## src/rtl/warp_issue_arbiter_pkg.sv

```systemverilog
// Shared types and helpers for the warp issue unit.
package gpu_iu_pkg;

    localparam int NUM_WARPS_DEF = 8;
    localparam int MAX_WARPS     = 64;

    typedef enum logic [1:0] {
        IU_IDLE = 2'd0,
        IU_RUN  = 2'd1,
        IU_DONE = 2'd2
    } iu_state_e;

    // Callers must pass a one-hot (or zero) vector; zero maps to index 0.
    function automatic int unsigned onehot2idx(input logic [MAX_WARPS-1:0] oh);
        int unsigned idx;
        idx = 0;
        for (int i = 0; i < MAX_WARPS; i++) begin
            if (oh[i]) idx = idx | i;
        end
        return idx;
    endfunction

endpackage

```

## src/rtl/warp_issue_arbiter_rr_pick.sv

```systemverilog
// Rotating-priority picker: first set req bit at or after prio, wrapping modulo N.
module rr_pick #(
    parameter int N = 8,
    parameter int W = $clog2(N)
) (
    input  logic [N-1:0] req,
    input  logic [W-1:0] prio,
    output logic [N-1:0] gnt
);

    logic         found;
    logic [W-1:0] idx;

    // N is a power of two, so W-bit addition wraps exactly at N.
    always_comb begin
        gnt   = '0;
        found = 1'b0;
        idx   = '0;
        for (int k = 0; k < N; k++) begin
            idx = prio + W'(k);
            if (!found && req[idx]) begin
                gnt[idx] = 1'b1;
                found    = 1'b1;
            end
        end
    end

endmodule

```

## src/rtl/warp_issue_arbiter.sv

```systemverilog
// Issue-unit scheduler: one issue grant and one exit grant per cycle, live-warp
// tracking and kernel-completion signalling.
module warp_issue_arbiter
    import gpu_iu_pkg::*;
#(
    parameter int NUM_WARPS = NUM_WARPS_DEF,
    parameter int WID_W     = $clog2(NUM_WARPS),
    parameter bit GREEDY    = 1'b0
) (
    input  logic                 clk,
    input  logic                 rst,
    input  logic                 Start_IU,
    input  logic [NUM_WARPS-1:0] WarpMask_Start_IU,
    input  logic [NUM_WARPS-1:0] Req_IB_IU,
    output logic [NUM_WARPS-1:0] Grt_IU_IB,
    input  logic [NUM_WARPS-1:0] Exit_Req_IB_IU,
    output logic [NUM_WARPS-1:0] Exit_Grt_IU_IB,
    input  logic                 Stall_OC_IU,
    output logic                 Issue_Valid_IU_OC,
    output logic [WID_W-1:0]     WarpID_IU_OC,
    output logic                 Exit_Valid_IU_RAU,
    output logic [WID_W-1:0]     Exit_WarpID_IU_RAU,
    output logic [NUM_WARPS-1:0] ActiveWarps_IU,
    output logic                 Done_IU,
    output logic [15:0]          IssueCnt_IU
);

    iu_state_e            state_q, state_d;
    logic [NUM_WARPS-1:0] active_q, active_d;
    logic [WID_W-1:0]     prio_q, prio_d;
    logic [15:0]          cnt_q, cnt_d;
    logic                 exit_vld_q, exit_vld_d;
    logic [WID_W-1:0]     exit_wid_q, exit_wid_d;

    logic                 run;
    logic                 start_ok;
    logic [NUM_WARPS-1:0] exit_cand;
    logic [NUM_WARPS-1:0] exit_grt;
    logic [NUM_WARPS-1:0] elig;
    logic [NUM_WARPS-1:0] issue_grt;
    logic [WID_W-1:0]     issue_wid;
    logic [WID_W-1:0]     exit_wid;

    // Grants are suppressed combinationally while reset is asserted.
    assign run       = (state_q == IU_RUN) && rst;
    assign start_ok  = Start_IU && (|WarpMask_Start_IU);
    assign exit_cand = Exit_Req_IB_IU & active_q;
    assign exit_grt  = run ? (exit_cand & (~exit_cand + NUM_WARPS'(1))) : '0;
    assign elig      = (run && !Stall_OC_IU) ? (Req_IB_IU & active_q & ~exit_grt) : '0;

    rr_pick #(.N(NUM_WARPS), .W(WID_W)) u_issue_pick (
        .req  (elig),
        .prio (prio_q),
        .gnt  (issue_grt)
    );

    assign issue_wid = WID_W'(onehot2idx(MAX_WARPS'(issue_grt)));
    assign exit_wid  = WID_W'(onehot2idx(MAX_WARPS'(exit_grt)));

    always_comb begin
        state_d    = state_q;
        active_d   = active_q;
        prio_d     = prio_q;
        cnt_d      = cnt_q;
        exit_vld_d = 1'b0;
        exit_wid_d = exit_wid_q;
        case (state_q)
            IU_IDLE, IU_DONE: begin
                if (start_ok) begin
                    state_d  = IU_RUN;
                    active_d = WarpMask_Start_IU;
                    prio_d   = '0;
                    cnt_d    = '0;
                end
            end
            IU_RUN: begin
                active_d = active_q & ~exit_grt;
                if (|exit_grt) begin
                    exit_vld_d = 1'b1;
                    exit_wid_d = exit_wid;
                end
                if (|issue_grt) begin
                    cnt_d  = cnt_q + 16'd1;
                    prio_d = GREEDY ? issue_wid : issue_wid + WID_W'(1);
                end
                if (active_d == '0) state_d = IU_DONE;
            end
            default: state_d = IU_IDLE;
        endcase
    end

    always_ff @(posedge clk) begin
        if (!rst) begin
            state_q    <= IU_IDLE;
            active_q   <= '0;
            prio_q     <= '0;
            cnt_q      <= '0;
            exit_vld_q <= 1'b0;
            exit_wid_q <= '0;
        end else begin
            state_q    <= state_d;
            active_q   <= active_d;
            prio_q     <= prio_d;
            cnt_q      <= cnt_d;
            exit_vld_q <= exit_vld_d;
            exit_wid_q <= exit_wid_d;
        end
    end

    assign Grt_IU_IB          = issue_grt;
    assign Exit_Grt_IU_IB     = exit_grt;
    assign Issue_Valid_IU_OC  = |issue_grt;
    assign WarpID_IU_OC       = issue_wid;
    assign Exit_Valid_IU_RAU  = exit_vld_q;
    assign Exit_WarpID_IU_RAU = exit_wid_q;
    assign ActiveWarps_IU     = active_q;
    assign Done_IU            = (state_q == IU_DONE);
    assign IssueCnt_IU        = cnt_q;

endmodule

```

## config.mk

```make
export PLATFORM = sky130hd
export DESIGN_NAME = warp_issue_arbiter
export DESIGN_NICKNAME = d
export VERILOG_FILES = /design/src/rtl/warp_issue_arbiter_pkg.sv /design/src/rtl/warp_issue_arbiter_rr_pick.sv /design/src/rtl/warp_issue_arbiter.sv
export SDC_FILE = /design/constraint.sdc
export NUM_CORES = 1
export LEC_CHECK = 0
export BUFFER_PORTS_ARGS = -buffer_cell sky130_fd_sc_hd__buf_4
export CORE_MARGIN = 2
export CORE_UTILIZATION = 30
export DETAILED_ROUTE_END_ITERATION = 6
export GPL_TIMING_DRIVEN = 0
export REMOVE_ABC_BUFFERS = 1
export SETUP_SLACK_MARGIN = 0.3
export SLEW_MARGIN = 5
export SYNTH_ARGS = -nofsm -noshare
export SYNTH_HDL_FRONTEND = slang
export SYNTH_SLANG_ARGS = --single-unit
```

## constraint.sdc

```tcl
create_clock -name clk -period 5.8 [get_ports clk]
set_input_delay 1.16 -clock clk [delete_from_list [all_inputs] [get_ports clk]]
set_output_delay 1.16 -clock clk [all_outputs]
set_load 0.01 [all_outputs]
```

Yosys cells after proc, flatten, opt, wreduce, memory -nomap -nowiden
Index checks and enable logic that the tools add are counted.
{"block": "totals", "reg_bits": 33, "wordCells": 164, "out_inout_bits": 49, "mem_bits_ro": 0, "latchBits": 0, "mem_count": 0, "ram_bits": 0}
{"block": "op_classes", "shifts": 0, "mux": 75, "magnitude_cmp": 16, "eq_ne": 5, "n_addsub": 10, "reduce_logical": 38, "div_mod_pow": 0, "mul": 0, "bitwise": 14}
{"op": "$mux W8", "count": 11}
{"op": "$or A8 B8 Y8", "count": 7}
{"op": "$and A8 B8 Y8", "count": 5}
{"op": "$lt A3 B4 Y1 const B", "count": 8}
{"op": "$mux W16", "count": 2}
{"op": "$pmux W16 S2", "count": 1}
{"op": "$mux W3", "count": 10}
{"op": "$mux W1", "count": 26}
{"op": "$bmux W1 S3", "count": 8}
{"op": "$demux W1 S3", "count": 8}
{"op": "$ge A3 B1 Y1 const B", "count": 8}
{"op": "$reduce_or A8 Y1", "count": 3}
{"op": "$logic_and A1 B1 Y1", "count": 18}
{"op": "$add A16 B1 Y16 const B", "count": 1}
{"op": "$not A8 Y8", "count": 2}
{"op": "$pmux W8 S2", "count": 1}
{"op": "$add A3 B3 Y3 const B", "count": 4}
{"op": "$mux W2", "count": 6}
{"op": "$add A8 B1 Y8 const B", "count": 1}
{"op": "$logic_not A1 Y1", "count": 8}
{"op": "$logic_not A8 Y1", "count": 1}
{"op": "$reduce_and A2 Y1", "count": 4}
{"op": "$add A3 B1 Y3 const B", "count": 2}
{"op": "$add A3 B2 Y3 const B", "count": 2}
{"op": "10 further kinds", "count": 11}

Longest topological paths before layout
Gate-level depths: netlist of the first run.
{"block": "depth", "word_depth": 42, "ltp_mapped": 21, "depth_no_buf": 16}

Hierarchy
Synthesis of the first run repeated with hierarchy kept, for this count alone.
{"block": "hier_totals", "hier_cells": 336, "hier_area_um2": 2816.5}
{"module": "warp_issue_arbiter", "cells_each": 233, "area_each_um2": 1831.8, "seq_area_each_um2": 660.6, "instances": 1}
{"module": "rr_pick", "cells_each": 103, "area_each_um2": 984.7, "seq_area_each_um2": 0.0, "instances": 1}

Worst setup path after synthesis of the first run
Ideal clock, no wire load.
{"block": "synth_timing", "path_kind": "input to output", "from": "in Exit_Req_IB_IU[3]", "to": "out WarpID_IU_OC[0]", "t_required_ns": 4.640, "setup_slack_ns": 0.698, "stages": 12, "arrival_time_ns": 3.942, "n_path_buf": 2, "cell_sequence": "clkbuf_2 a22oi_1 and4_2 a2bb2oi_2 o21ai_1 o22a_1 or3_1 buf_6 nor3_1 a32oi_1 o21ai_0 or4_1"}
{"item": "start, declared", "line": "warp_issue_arbiter.sv:16", "text": "input logic [NUM_WARPS-1:0] Exit_Req_IB_IU,"}
{"item": "$and A8 B8 Y8 *", "line": "warp_issue_arbiter.sv:47", "text": "assign exit_cand = Exit_Req_IB_IU & active_q;"}
{"item": "$not A8 Y8", "line": "warp_issue_arbiter.sv:48", "text": "assign exit_grt = run ? (exit_cand & (~exit_cand + NUM_WARPS'(1))) : '0;"}
{"item": "$add A8 B1 Y8", "line": "warp_issue_arbiter.sv:48"}
{"item": "$and A8 B8 Y8 *", "line": "warp_issue_arbiter.sv:48"}
{"item": "$mux W8 *", "line": "warp_issue_arbiter.sv:48"}
{"item": "$not A8 Y8 *", "line": "warp_issue_arbiter.sv:49", "text": "assign elig = (run && !Stall_OC_IU) ? (Req_IB_IU & active_q & ~exit_grt) : '0;"}
{"item": "$and A8 B8 Y8 *", "line": "warp_issue_arbiter.sv:49"}
{"item": "$mux W8 *", "line": "warp_issue_arbiter.sv:49"}
{"item": "[... 18 more ...]"}
{"item": "$logic_not A1 Y1", "line": "warp_issue_arbiter_rr_pick.sv:21", "text": "if (!found && req[idx]) begin"}
{"item": "$logic_and A1 B1 Y1", "line": "warp_issue_arbiter_rr_pick.sv:21"}
{"item": "$mux W1", "line": "warp_issue_arbiter_rr_pick.sv:21"}
{"item": "$logic_not A1 Y1", "line": "warp_issue_arbiter_rr_pick.sv:21"}
{"item": "$logic_and A1 B1 Y1", "line": "warp_issue_arbiter_rr_pick.sv:21"}
{"item": "$mux W8 *", "line": "warp_issue_arbiter_rr_pick.sv:21"}
{"item": "named net Grt_IU_IB[5]", "line": "warp_issue_arbiter.sv:15", "text": "output logic [NUM_WARPS-1:0] Grt_IU_IB,"}
{"item": "$mux W3 * (3 in a row)", "line": "warp_issue_arbiter_pkg.sv:18", "text": "if (oh[i]) idx = idx | i;"}
{"item": "end, declared", "line": "warp_issue_arbiter.sv:20", "text": "output logic [WID_W-1:0] WarpID_IU_OC,"}
Mark *: on every way through the listed nets, which the timed path passes. The rest lies on a longest branch. The select of a mux whose other input is x is not followed.

Worst setup path after layout of the first run
{"block": "layout_timing", "from": "in Exit_Req_IB_IU[3]", "to": "out Issue_Valid_IU_OC"}
{"block": "layout_between", "elab_chain_cells": 33}
{"item": "$and A8 B8 Y8 *", "line": "warp_issue_arbiter.sv:47"}
{"item": "$not A8 Y8", "line": "warp_issue_arbiter.sv:48"}
{"item": "$add A8 B1 Y8", "line": "warp_issue_arbiter.sv:48"}
{"item": "$and A8 B8 Y8 *", "line": "warp_issue_arbiter.sv:48"}
{"item": "$mux W8 *", "line": "warp_issue_arbiter.sv:48"}
{"item": "$not A8 Y8 *", "line": "warp_issue_arbiter.sv:49"}
{"item": "$and A8 B8 Y8 *", "line": "warp_issue_arbiter.sv:49"}
{"item": "$mux W8 *", "line": "warp_issue_arbiter.sv:49"}
{"item": "[... 17 more ...]"}
{"item": "$mux W1", "line": "warp_issue_arbiter_rr_pick.sv:21"}
{"item": "$logic_not A1 Y1", "line": "warp_issue_arbiter_rr_pick.sv:21"}
{"item": "$logic_and A1 B1 Y1", "line": "warp_issue_arbiter_rr_pick.sv:21"}
{"item": "$mux W1", "line": "warp_issue_arbiter_rr_pick.sv:21"}
{"item": "$logic_not A1 Y1", "line": "warp_issue_arbiter_rr_pick.sv:21"}
{"item": "$logic_and A1 B1 Y1", "line": "warp_issue_arbiter_rr_pick.sv:21"}
{"item": "$mux W8 *", "line": "warp_issue_arbiter_rr_pick.sv:21"}
{"item": "$reduce_or A8 Y1 *", "line": "warp_issue_arbiter.sv:112", "text": "assign Issue_Valid_IU_OC = |issue_grt;"}
{"item": "end, declared", "line": "warp_issue_arbiter.sv:19", "text": "output logic Issue_Valid_IU_OC,"}
Every way passes the cells marked *; elsewhere a longest branch is shown, timed or not. The select of a mux whose other input is x is not followed.

==> results of run 1 <==
-- state kept, by name, indices dropped and copies added, names as in the netlist --
signal and cells:
ActiveWarps_IU 8, Exit_Valid_IU_RAU 1, Exit_WarpID_IU_RAU 3, IssueCnt_IU 16, prio_q 3, state_q 2
-- per-stage QoR --
stage,setup WS [ns],hold slack (ns),power (mW)
2_1_floorplan,-0.0345,0.502,1.25
3_3_place_gp,-1.45,0.473,1.73
3_5_place_dp,-1.39,0.486,1.74
4_1_cts,0.298,0.496,2.25
5_1_grt,0.139,0.528,2.71
6_report,0.215,0.497,2.58
-- cell usage in the layout, fill, tap and decap left out, drive strengths merged, types with 3 or more instances in the layout --
cell type / count
a211oi: 8
nand2: 60
nand3b: 3
mux2i: 4
inv: 13
nor3: 14
nor4: 5
ha: 8
nand3: 18
or3: 8
nand4: 12
or4: 17
mux2: 3
clkbuf: 5
nand2b: 3
a221oi: 3
clkinv: 3
nor2b: 13
buf: 102
o22ai: 5
o22a: 4
o21ai: 22
o211ai: 6
dfxtp: 33
and4: 3
a22oi: 9
a311oi: 3
and3: 8
a21boi: 5
o32ai: 4
and2: 7
xnor2: 4
or2: 6
nor2: 31
a21oi: 25
a31oi: 5
o31ai: 13
clkinvlp: 3
-- cells by family after synthesis --
group | share of synthesized area [%]
AO/OA/AOI/OAI | 31.3
XOR/XNOR | 1.52
adder cells (fa/ha/maj) | 2.90
buffers and inverters | 9.28
flip-flops | 19.1
multiplexers | 2.14
AND/OR/NAND/NOR | 33.7
-- power by group through the flow --
stage / clock network (mW) / logic (mW) / registers (mW)
global route: 0.270 / 2.09 / 0.346
floorplan: 0 / 0.938 / 0.307
CTS: 0.261 / 1.66 / 0.335
finish: 0.257 / 1.98 / 0.341
global placement: 0 / 1.41 / 0.326
detailed placement: 0 / 1.41 / 0.327
-- worst max-delay path: cells and delay by family --
| family | cells | cell delay, ns |
|---|---|---|
| buffers and inverters | 3 | 0.30 |
| AND/OR/NAND/NOR | 6 | 1.69 |
| AO/OA/AOI/OAI | 4 | 1.25 |
-- worst min-delay path by stage --
stage,from,to,cells after the start
after detailed placement,Exit_WarpID_IU_RAU[2],Exit_WarpID_IU_RAU[2],1
after CTS,IssueCnt_IU[11],IssueCnt_IU[11],2
after floorplan,IssueCnt_IU[15],IssueCnt_IU[15],2
after global routing,IssueCnt_IU[15],IssueCnt_IU[15],2
final,IssueCnt_IU[11],IssueCnt_IU[11],2
after global placement,IssueCnt_IU[15],IssueCnt_IU[15],2
-- metal layers --
metal  up-vias  share of wire (%)  GRT usage, %
li1       1913                  -             -
met5         -                  0             0
met1      2009                 41          25.1
met2       242                 49          33.6
met3        49                7.1          2.35
met4         0                3.1          5.27
-- timing repair --
| item | in CTS | in global routing |
|---|---|---|
| cloned | 3 | 0 |
| resized for setup | 30 | 37 |
| setup buffers | 11 | 14 |
| setup endpoints to repair | 31 | 4 |
| pin swaps | 6 | 19 |
-- area by class of cell --
type / instances / area, µm²
fill: 1160 / 6670
multi-input combinational: 379 / 2820
timing repair buffer: 102 / 781
sequential: 33 / 666
tap: 143 / 179
clock buffer: 5 / 125
inverter: 15 / 65.1
clock inverter: 3 / 17.5
timing repair inverter: 1 / 5.00
==> reports/results.ini, run 1 <==
[timing]
period_minus_slack_ns = 5.58
setup_violations = 0
worst_slew_margin_rel_pct = 46.5
period_share_pct = 96.3
fin_worst_skew_ns = 0.00449
drv_slew = 0
finalHoldViolCount = 0
clock.fmax_mhz = 179
finalSetupTns_ns = 0
rsz0062_at_grt = yes
worstMarginPinSlew_ns = 0.799

[critical_path]
r2r_end = IssueCnt_IU[9]
endpoint = Issue_Valid_IU_OC
r2r_slack_ns = 1.01
cpPeakStageDelay_ns = 0.58
critical_path.most_common_cell = o32ai_4
worstSetupPathType = in2out
path_cells = buf_4 -> a22oi_1 -> and4_4 -> o31a_1 -> o32ai_4 -> or2_4 -> or4_4 -> o32ai_4 -> nor4_4 -> nor4bb_4 -> and3_4 -> clkinv_4 -> buf_6
startpoint_type = input pin
crit_slowest_cell = or4_4
critical_path.max_fanout = 8
r2r_start = prio_q[0]
required_ns = 4.64
end_kind = output pin
ff2ff_path_depth = 15
cp.arrival_ns = 4.42
crit_start = Exit_Req_IB_IU[3]

[cells_and_area]
drive_gt1_share_pct = 34.6
final_core_utilization_pct = 41.1
n_antenna_cell = 0
area_growth_pct = 34.8
postLayoutCellArea_mm2 = 0.00466
instances_no_fill = 681
final_nets = 573

[die]
initial_core_util_pct = 30.5
num_rows = 39
die_w_um = 111
die_height_um = 111
dieArea_mm2 = 0.0124
core_area_mm2 = 0.0113
ioPinCount = 77

[place]
hpwl_mm = 8.93
gp_congestion = 0.936
placed_area_mm2 = 0.00394
port_buffers = 76
dp_cells = 645

[yosys]
synthTopCellsByArea = dfxtp_1 (19%), nand2_1 (6.5%), clkbuf_8 (4.0%)
syn_inst = 452
yosys-top-cells-count = nand2_1 (60), dfxtp_1 (33), nor2_1 (30)
synthArstFlopShare_pct = 0
post_synth.cell_area_avg_um2 = 7.64
synth-seq-area-share_pct = 19.1
synth_edf_count = 0
synth_cell_types = 87
synth-warning-count = 0
post-synth-top-count-cell = nand2_1
ys_ff_latch = 33
synth_area_leader_cell = dfxtp_1
synth-main-ff-cell = dfxtp_1
syn_area_mm2 = 0.00345
yosysTopAreaCellShare_pct = 19.1

[power]
switching_share_pct = 50.5
cellPowerDensity_mw_per_mm2 = 553
power.switching_mw = 1.30
p_clk_share_pct = 10.0
p_int_mw = 1.28
combPwrFrac_pct = 76.8
peakVddDrop_mv = 0.358
p_leak_nw = 1.71
pwr-share-seq_pct = 13.2

[detailed_routing]
routed_wl_mm = 13.1
vias_per_cell = 6.19
dr.pass1.iters = 5
vias = 4213
antenna_left = 0
wire_per_inst_um = 19.2
drtIter0Drc = 444
route.detailed.drc = 0

[global_route]
grt_pass1_wl_mm = 20.1
overflow = 0
antenna_found_initial = 0
grt_max_degree = 40
grt_pass1_vias = 3776
grt_usage_pct = 19.3

[clock_network]
htree_levels = 2
clockRootBuffer = clkbuf_16
cts_made_buffers = 5
clk_latency_ns = 0.27
cts_tree = built
path_clk_slew_ns = 0.05
postCtsHoldBufs = 0
clkSinkCount = 33
clockBufferDepth = 2

[outcome]
outcome = finished, final reports clean

[min_path]
min_path_type = reg2reg

[run]
maxCapViolCount = 0

Power figures use the tool's default switching activity.
==> run 2, diff against run 1 <==
- CORE_UTILIZATION: 30 -> 45
- CTS_BUF_LIST: not set -> sky130_fd_sc_hd__clkbuf_4 sky130_fd_sc_hd__clkbuf_8
- PLACE_DENSITY: not set -> 0.68
==> run 2 against run 1 <==
Effect of this change:
- fmax grew 0.85%
- combinational power up 3%
- critical endpoint is now WarpID_IU_OC[1]
- sequential cell count stayed put
- non-clock buffer count grew 7
- core utilization is 22 points higher
- first-iteration DRC count rose by 2.5%
==> reports/results.ini, run 2 (synthesis gave the netlist of run 1 again) <==
[clock_network]
clkSinkCount = 33
path_clk_slew_ns = 0.08
cts_tree = built
clockRootBuffer = clkbuf_8
clockBufferDepth = 2
postCtsHoldBufs = 0
htree_levels = 2
clk_latency_ns = 0.30
cts_made_buffers = 5

[global_route]
grt_max_degree = 40
grt_pass1_wl_mm = 19.3
grt_usage_pct = 28.0
grt_pass1_vias = 3866
overflow = 0
antenna_found_initial = 0

[timing]
fin_worst_skew_ns = 0.0122
period_minus_slack_ns = 5.54
worstMarginPinSlew_ns = 0.854
fin_ws_ns = 0.262
drv_slew = 0
rsz0062_at_grt = yes
clock.fmax_mhz = 181
period_share_pct = 95.5
finalHoldViolCount = 0
worst_slew_margin_rel_pct = 42.8
setup_violations = 0

[place]
gp_congestion = 0.963
hpwl_mm = 8.52
port_buffers = 76
post-place-ws_ns = -1.29
placed_area_mm2 = 0.00389

[cells_and_area]
layout_common_cells = buf_4 (103), nand2_1 (59), dfxtp_1 (31), nor2_1 (27), a21oi_1 (25)
final_nets = 580
area_growth_pct = 33.7
layout_commonest_cell = buf_4
nFillCells = 651
n_antenna_cell = 0
postLayoutCellArea_mm2 = 0.00462
drive_gt1_share_pct = 35.8
largest_reg_flops = 16

[min_path]
min_path_type = reg2reg

[detailed_routing]
antenna_left = 0
routed_wl_mm = 12.6
vias_per_cell = 6.49
drtIter0Drc = 455
vias = 4181
dr.pass1.iters = 5
route.detailed.drc = 0
wire_per_inst_um = 19.6

[critical_path]
required_ns = 4.64
cp.arrival_ns = 4.38
startpoint_type = input pin
end_kind = output pin
worstSetupPathType = in2out
critical_path.max_fanout = 8

[die]
num_rows = 31
ioPinCount = 77
core_area_mm2 = 0.00733
die_height_um = 91.6
initial_core_util_pct = 47.1
dieArea_mm2 = 0.00839
die_w_um = 91.6

[power]
cellPowerDensity_mw_per_mm2 = 551
p_leak_nw = 1.73
peakVddDrop_mv = 0.282

[run]
maxCapViolCount = 0

[outcome]
outcome = finished, final reports clean

run 2: cell types whose count changed in the layout (fill, tap and decap cells not counted), moves of 2 or more:
| cell | delta |
|---|---|
| clkbuf_16 | -5 |
| clkbuf_8 | +5 |
| buf_4 | +4 |
| a211oi_1 | -2 |
| a211oi_4 | +2 |
| a31oi_2 | +2 |
| buf_6 | +2 |
| nor2_2 | +2 |
run 2: power by group:
part / leakage [nW] / internal [mW] / switching [mW]
registers: 0.269 / 0.253 / 0.0737
clock network: 0.0439 / 0.0830 / 0.0995
logic: 1.41 / 0.893 / 1.14
total: 1.73 / 1.23 / 1.32
run 2: stage by stage:
stage	total power [mW]	std cells	hold WS [ns]	util, %	setup TNS, ns
4_1_cts	2.16	624	0.490	58.2	0
3_5_place_dp	1.75	601	0.479	53.0	-10.80
6_report	2.54	644	0.489	63.0	0
2_1_floorplan	1.25	425	0.502	-	-0.0345
3_3_place_gp	1.76	600	0.470	53.0	-13.84
5_1_grt	2.68	644	0.500	63.0	0
run 2: worst max-delay path, stage by stage:
cell,delay [ns]
buf_4,0.15
a22oi_1,0.53
and4_4,0.37
a2bb2oi_4,0.24
nor2_2,0.09
o31ai_4,0.30
or4_4,0.24
o221ai_1,0.15
a211oi_2,0.31
nand2_1,0.11
or4_1,0.55
buf_4,0.18
run 2: path summary, 6_finish.rpt:
| path | endpoint | from | depth (start not counted) | slack (ns) |
|---|---|---|---|---|
| setup / recovery | WarpID_IU_OC[1] | Exit_Req_IB_IU[3] | 12 | 0.26 |
| hold / removal | IssueCnt_IU[15] | IssueCnt_IU[15] | 2 | 0.49 |
| setup reg to reg | IssueCnt_IU[5] | prio_q[1] | 15 | 1.27 |
| hold reg to reg | IssueCnt_IU[15] | IssueCnt_IU[15] | 2 | 0.49 |
run 2: layer usage:
layer / vias to the layer above / GRT usage (%) / wire, µm
li1: 1931 / - / -
met1: 2012 / 37.4 / 5380
met2: 210 / 46.7 / 6120
met3: 28 / 4.73 / 922
met4: 0 / 6.82 / 203
met5: - / 0 / 0
run 2: layout make-up:
class	instances	area (µm²)	area share [%]
timing repair buffer	109	853	18.5
clock buffer	5	68.8	1.49
timing repair inverter	1	5.00	0.108
tap	99	124	2.68
clock inverter	3	17.5	0.379
multi-input combinational	379	2820	61.0
sequential	33	666	14.4
inverter	15	65.1	1.41
run 2: what timing repair did:
item,4_1_cts,5_1_grt
buffers inserted,12,20
endpoints found under the hold margin,0,0
gates cloned,3,0
setup endpoints to repair,31,4
pin swaps,8,19
gates resized for setup,31,37
==> run 3, diff against run 2 <==
- RECOVER_POWER: not set -> 100
==> run 3 against run 2 <==
Effect of this change:
- sequential power barely moved
- worst setup slack got worse by 0.030 ns
- sequential cell count did not move
- clock skew fell by 0.0012 ns
- cell count did not move
- critical path depth rose by 4
- combinational power barely moved
- fmax fell by 0.53%
- critical endpoint is now Issue_Valid_IU_OC
==> reports/results.ini, run 3 (synthesis gave the netlist of run 1 again) <==
[timing]
clock.fmax_mhz = 180
worstMarginPinSlew_ns = 0.853
period_share_pct = 96.0
worst_slew_margin_rel_pct = 43.0
rsz0062_at_grt = yes
finalHoldViolCount = 0
setup_violations = 0
period_minus_slack_ns = 5.57
fin_worst_skew_ns = 0.0109
drv_slew = 0

[critical_path]
cp.arrival_ns = 4.41
required_ns = 4.64
critical_path.max_fanout = 6
worstSetupPathType = in2out
r2r_start = prio_q[1]
crit_start = Exit_Req_IB_IU[1]
end_kind = output pin
startpoint_type = input pin

[detailed_routing]
vias = 4213
vias_per_cell = 6.54
dr.pass1.iters = 5
drtIter0Drc = 432
wire_per_inst_um = 19.5
routed_wl_mm = 12.6
antenna_left = 0
route.detailed.drc = 0

[run]
maxCapViolCount = 0

[cells_and_area]
drive_gt1_share_pct = 29.0
final_core_utilization_pct = 61.1
final_nets = 580
n_antenna_cell = 0
layout_common_cells = buf_4 (66), nand2_1 (59), clkbuf_1 (37), dfxtp_1 (31), nor2_1 (27)
nFillCells = 693
largest_reg_flops = 16
layout_commonest_cell = buf_4
instances_no_fill = 644
area_growth_pct = 29.7

[global_route]
grt_max_degree = 40
met2_usage_pct = 46.7
grt_most_used_layer = met2
overflow = 0
antenna_found_initial = 0
use_met1_pct = 37.4
grt_usage_pct = 28.0
grt_pass1_vias = 3866
grt.met3_usage_pct = 4.73
grt_pass1_wl_mm = 19.3

[place]
hpwl_mm = 8.52
gp_congestion = 0.963
dp_cells = 601
port_buffers = 76

[power]
cellPowerDensity_mw_per_mm2 = 565
p_leak_nw = 1.57
total_power_mw = 2.53
peakVddDrop_mv = 0.281

[clock_network]
clk_latency_ns = 0.30
cts_tree = built
postCtsHoldBufs = 0
clkSinkCount = 33
path_clk_slew_ns = 0.08
clockRootBuffer = clkbuf_8
clockBufferDepth = 2
htree_levels = 2
cts_made_buffers = 5

[outcome]
outcome = finished, final reports clean

[die]
die_w_um = 91.6
dieArea_mm2 = 0.00839
die_height_um = 91.6
num_rows = 31
ioPinCount = 77
core_area_mm2 = 0.00733
initial_core_util_pct = 47.1

[min_path]
min_path_type = reg2reg
hp-start = IssueCnt_IU[15]

-- run 3: critical path: stages --
cell and delay [ns]:
buf_8 0.10, a222oi_1 0.32, clkbuf_1 0.22, buf_6 0.16, and4_4 0.27, o31a_1 0.16
buf_6 0.13, o32ai_4 0.11, or2_4 0.29, or4_4 0.55, a211oi_4 0.31, nor4_4 0.07
nor4bb_4 0.16, and3_4 0.23, clkinv_4 0.06, buf_6 0.09
-- run 3: path summary, 6_finish.rpt --
kind / slack (ns) / depth (start not counted) / endpoint
max: 0.23 / 16 / Issue_Valid_IU_OC
min: 0.49 / 2 / IssueCnt_IU[15]
max reg2reg: 1.28 / 15 / IssueCnt_IU[5]
min reg2reg: 0.49 / 2 / IssueCnt_IU[15]
-- run 3: where the power goes --
group | switching, mW | internal [mW]
Combinational | 1.14 | 0.885
Sequential | 0.0721 | 0.253
Clock | 0.0988 | 0.0830
Total | 1.31 | 1.22
-- run 3: area by class of cell --
cell class	count	area [µm²]	area share (%)
inverter	15	65.1	1.45
clock buffer	5	68.8	1.54
timing repair buffer	109	714	16.0
multi-input combinational	379	2820	62.9
timing repair inverter	1	5.00	0.112
clock inverter	3	17.5	0.391
sequential	33	666	14.9
tap	99	124	2.77
-- run 3: per-layer routing --
layer  wire, µm  part of all wire [%]
met1       5270                    42
met2       6070                    48
met3        974                   7.7
met4        251                   2.0
met5          0                     0
-- run 3: repair_timing --
| item | CTS | global route |
|---|---|---|
| gates cloned | 3 | 0 |
| setup buffers | 12 | 20 |
| resized for setup | 31 | 37 |
| setup endpoints to repair | 31 | 4 |
| pin swaps | 8 | 19 |
-- run 3: stage by stage --
step	area, µm²	setup WS [ns]	TNS, ns	hold slack, ns
detailed placement	3890	-1.29	-10.80	0.479
CTS	4270	0.308	0	0.490
finish	4480	0.233	0	0.488
global route	4480	0.0898	0	0.499
global placement	3880	-1.33	-13.84	0.470
floorplan	3190	-0.0345	-0.0345	0.502
